--- src/rtl/fetch_queue.sv ---
// Instruction-fetch front end: sequential PC generation, single-outstanding imem reads,
// and a DEPTH-entry {pc, insn} FIFO drained by decode. A redirect flushes everything.
module fetch_queue #(
  parameter int              AWIDTH   = 32,
  parameter int              DWIDTH   = 32,
  parameter logic [AWIDTH-1:0] BASEADDR = 32'h0100_0000,
  parameter int              DEPTH    = 4
) (
  input  logic                       clk,
  input  logic                       rst,
  input  logic                       redirect_i,
  input  logic [AWIDTH-1:0]          redirect_pc_i,
  output logic                       imem_req_o,
  output logic [AWIDTH-1:0]          imem_addr_o,
  input  logic                       imem_rvalid_i,
  input  logic [DWIDTH-1:0]          imem_rdata_i,
  output logic                       insn_valid_o,
  input  logic                       insn_ready_i,
  output logic [DWIDTH-1:0]          insn_o,
  output logic [AWIDTH-1:0]          pc_o,
  output logic [$clog2(DEPTH):0]     count_o
);

  localparam int PW = $clog2(DEPTH);
  localparam int CW = PW + 1;

  logic [AWIDTH-1:0] fetch_pc;
  logic [AWIDTH-1:0] req_pc;
  logic              busy;
  logic              drop;
  logic [CW-1:0]     rd_ptr;
  logic [CW-1:0]     wr_ptr;
  logic [AWIDTH-1:0] pc_mem   [DEPTH];
  logic [DWIDTH-1:0] insn_mem [DEPTH];

  logic [CW-1:0]     count;
  logic [CW-1:0]     reserved;
  logic              issue;
  logic              resp;
  logic              push;
  logic              pop;
  logic              unused_pc_bits;

  // Decode handshake: the head transfers on any cycle where insn_valid_o && insn_ready_i
  // (and no redirect); while valid is high and ready low the head is held unchanged.
  assign count    = wr_ptr - rd_ptr;
  assign reserved = count + CW'(busy);
  assign resp     = busy && imem_rvalid_i;

  // A new request is only issued when a FIFO slot is guaranteed for its response.
  assign issue = !redirect_i && !drop && (!busy || imem_rvalid_i) && (reserved < CW'(DEPTH));
  assign push  = resp && !drop && !redirect_i;
  assign pop   = insn_valid_o && insn_ready_i && !redirect_i;

  assign imem_req_o   = issue;
  assign imem_addr_o  = fetch_pc;
  assign insn_valid_o = (count != '0);
  assign insn_o       = insn_mem[rd_ptr[PW-1:0]];
  assign pc_o         = pc_mem[rd_ptr[PW-1:0]];
  assign count_o      = count;

  assign unused_pc_bits = ^redirect_pc_i[1:0];

  always_ff @(posedge clk or negedge rst) begin
    if (!rst) begin
      fetch_pc <= BASEADDR;
      req_pc   <= '0;
      busy     <= 1'b0;
      drop     <= 1'b0;
      rd_ptr   <= '0;
      wr_ptr   <= '0;
      for (int i = 0; i < DEPTH; i++) begin
        pc_mem[i]   <= '0;
        insn_mem[i] <= '0;
      end
    end else if (redirect_i) begin
      fetch_pc <= {redirect_pc_i[AWIDTH-1:2], 2'b00};
      rd_ptr   <= '0;
      wr_ptr   <= '0;
      // An in-flight read whose data has not yet returned must be swallowed later.
      if (busy && !imem_rvalid_i) begin
        drop <= 1'b1;
      end else begin
        busy <= 1'b0;
        drop <= 1'b0;
      end
    end else begin
      if (issue) begin
        req_pc   <= fetch_pc;
        fetch_pc <= fetch_pc + AWIDTH'(4);
        busy     <= 1'b1;
      end else if (resp) begin
        busy <= 1'b0;
      end
      if (resp && drop) begin
        drop <= 1'b0;
      end
      if (push) begin
        pc_mem[wr_ptr[PW-1:0]]   <= req_pc;
        insn_mem[wr_ptr[PW-1:0]] <= imem_rdata_i;
        wr_ptr                   <= wr_ptr + 1'b1;
      end
      if (pop) begin
        rd_ptr <= rd_ptr + 1'b1;
      end
    end
  end

endmodule

--- config.mk ---
export PLATFORM = sky130hd
export DESIGN_NAME = fetch_queue
export DESIGN_NICKNAME = d
export VERILOG_FILES = /design/src/rtl/fetch_queue.sv
export SDC_FILE = /design/constraint.sdc
export NUM_CORES = 1
export LEC_CHECK = 0
export CORE_ASPECT_RATIO = 0.7
export CORE_MARGIN = 10
export CORE_UTILIZATION = 25
export DETAILED_ROUTE_END_ITERATION = 8
export GPL_TIMING_DRIVEN = 0
export HOLD_SLACK_MARGIN = 0.1
export PLACE_DENSITY = 0.42
export SYNTH_ARGS = -nofsm -noshare
export SYNTH_HDL_FRONTEND = slang
export SYNTH_SLANG_ARGS = --single-unit
--- constraint.sdc ---
create_clock -name clk -period 4.3 [get_ports clk]
set_input_delay 0.43 -clock clk [delete_from_list [all_inputs] [get_ports clk]]
set_output_delay 0.43 -clock clk [all_outputs]
set_load 0.01 [all_outputs]
==> results.toml <==
[run_status]
status = "complete, no violations"

[global_route]
overflow = 0
grt_pass1_vias = 9563
grt_max_degree = 111
grt_usage_pct = 12.1
antenna_found_initial = 1
grt_pass1_wl_mm = 63.0

[setup_path]
worst-path-max-fanout = 10
critPathMaxStageDelay_ps = 610
cp.arrival_ps = 3380
cp.required_ps = 3870
reg2reg_from = "wr_ptr[0]"
r2r-end = "imem_addr_o[16]"
cp-start-kind = "register"
critPathKind = "register to primary output"
crit_path_top_delay_cell = "fa_1"
critPathMostFrequentCell = "inv_1"
r2r_slack_ps = 1290
end_kind = "primary output"
worstRegToRegCells = 8
cp_cell_sequence = "inv_1, ha_1, fa_1, o31ai_4, nand4_4, buf_4, inv_1, clkdlybuf4s50_1"

[yosys]
yosys-mux-area-fraction_pct = 32.1
synth_area_mm2 = 0.0141
synthSimpleGateAreaFrac_pct = 4.24
synth-adder-area-share_pct = 0.763
synth_cell_types = 48
yosysTopAreaCell = "dfrtp_1"
yosysWarnings = 0
synth_edf_count = 0
netlist_instances = 923
synth_top_area_share_pct = 55.9
synth_area_leaders = "dfrtp_1 56%, mux2_2 22%, mux4_2 9.9%, o311ai_0 2.2%, buf_2 1.3%"
syn_area_per_cell_um2 = 15.3
synth.ff_latch_count = 316
ys.flop_type = "dfrtp_1"
ys_async_sr_fraction_pct = 100
post_synth_xor_area_fraction_pct = 0.541
synth_top_family_by_area = "multiplexers"
ys_seq_area_share_pct = 56.1
synth_compound_area_share_pct = 3.91

[cells_and_area]
final_common_cell = "dfrtp_1"
finalNonFillerCells = 1897
layout_common_cells = "315 x dfrtp_1, 277 x mux2_2, 162 x clkdlybuf4s50_1, 62 x mux4_2, 42 x nand2_1"
n_antenna_cell = 0
layout-drive-gt1-share_pct = 39.2
layout.nets = 1208
areaGrowthSynthToFinish_pct = 27.9

[power_and_ir_drop]
leakagePower_nw = 7.92
vdd_drop_max_v = 0.000263
power_density_mw_per_mm2 = 625

[clock_tree]
post_cts_buffers = 0
numCtsBuffers = 36
clock_latency_ps = 530
cts_tree = "done"
cts_max_level = 2
clkTransAtPathRegs_ps = 60
clock-sinks = 316
clockBufferDepth = 3
root_buffer = "clkbuf_16"

[die]
num_io_pins = 170
die_height_um = 219
dieArea_mm2 = 0.0665
coreArea_mm2 = 0.0555
rows = 72
die_x_um = 304
initial_core_util_pct = 25.4

[placement]
gp_congestion = 0.779
port_buffers = 163
dp_hpwl_mm = 28.2
dp_cells = 1832

[timing]
min_period_ps = 3810
hold_violations = 0
finalSetupViolCount = 0
slew_headroom_pct = 37.8
fin_hold_ws_ps = 438
tightest_slew_ps = 933
rsz0062_at_grt = "false"
final.period_utilization_pct = 88.7
max_freq_mhz = 262
fin_setup_tns_ps = 0
finalMaxSlewViolations = 0
skew_ps = 19.5

[routing]
drt_first_pass_iters = 4
drt-vias-per-instance = 4.67
vias = 8867
drc = 0
drt-total-wl_mm = 40.9
wl_per_cell_um = 21.6
ant_nets = 0
drt-initial-drc-count = 511

[hold_path]
min_path_type = "input port to asynchronous set/reset pin"

[run]
drv_cap = 0
==> how the worst max path moves through the flow <==
stage,startpoint,end,slack (ps),cells after the start
after floorplan,wr_ptr[0],imem_addr_o[29],1890,7
after global placement,rst,pc_mem[16],-12020,1
after detailed placement,wr_ptr[0],imem_req_o,1050,9
after CTS,wr_ptr[0],imem_req_o,460,8
after global routing,wr_ptr[0],imem_req_o,320,9
final,wr_ptr[0],imem_req_o,490,8
==> sequential cells by signal, summed over array words and instances (netlist names) <==
| name | count |
|---|---|
| insn_mem | 128 |
| pc_mem | 120 |
| imem_addr_o | 30 |
| req_pc | 30 |
| rd_ptr | 3 |
| wr_ptr | 3 |
| busy | 1 |
| drop | 1 |
==> Yosys cell counts, drive strengths merged, types with 8 or more instances <==
library cell	count
and3	8
buf	43
clkbuf	18
dfrtp	315
inv	10
mux2	277
mux4	62
nand2	47
nand3	16
nand4	13
nor2	10
o311ai	40
==> cell families after synthesis <==
logic type	Yosys count
multiplexers	340
XOR/XNOR	7
buffers and inverters	72
AND/OR/NAND/NOR	112
flip-flops	316
other	1
AO/OA/AOI/OAI	67
adder cells (fa/ha/maj)	8
==> where the power goes <==
group          internal, mW  switching, mW  total, mW
sequential             3.76          0.598       4.36
clock                  2.05           1.26       3.32
combinational          2.05           1.56       3.60
==> final cells by class <==
cell class / instances / area (um^2)
sequential: 316 / 7910
timing repair buffer: 167 / 1730
clock inverter: 9 / 180
tap: 740 / 926
fill: 5523 / 37400
multi-input combinational: 538 / 5870
clock buffer: 55 / 1090
buffer: 61 / 293
inverter: 11 / 41.3
==> per-layer routing <==
layer | up-vias | global-route usage, % | part of all wire [%]
li1 | 3922 | - | -
met1 | 4691 | 17.3 | 50
met2 | 200 | 17.9 | 43
met3 | 54 | 3.40 | 5.9
met4 | 0 | 2.66 | 1.7
met5 | - | 0 | 0
==> what timing repair did <==
action / in CTS / in global routing
hold buffers: 1 / 0
gates resized for setup: 0 / 0
hold endpoints to repair: 52 / 0
==> per-stage QoR <==
step / area, um^2 / worst slack, ps / util [%] / power (mW)
2_1_floorplan: 14100 / 1890 / - / 6.22
3_3_place_gp: 16700 / -12020 / 30.0 / 8.05
3_5_place_dp: 16800 / 1050 / 30.2 / 8.09
4_1_cts: 18000 / 455 / 32.5 / 11.5
5_1_grt: 18000 / 318 / 32.5 / 12.0
6_report: 18000 / 486 / 32.5 / 11.3
==> critical path: cells and delay by family, from the launching register on <==
family	cells	cell delay [ps]
AOI/OAI and AO/OA	1	390
adders and majority gates	2	820
buffers and inverters	4	1010
DFF	1	420
and+or+nand+nor	1	200
(Power assumes the default switching activity.)
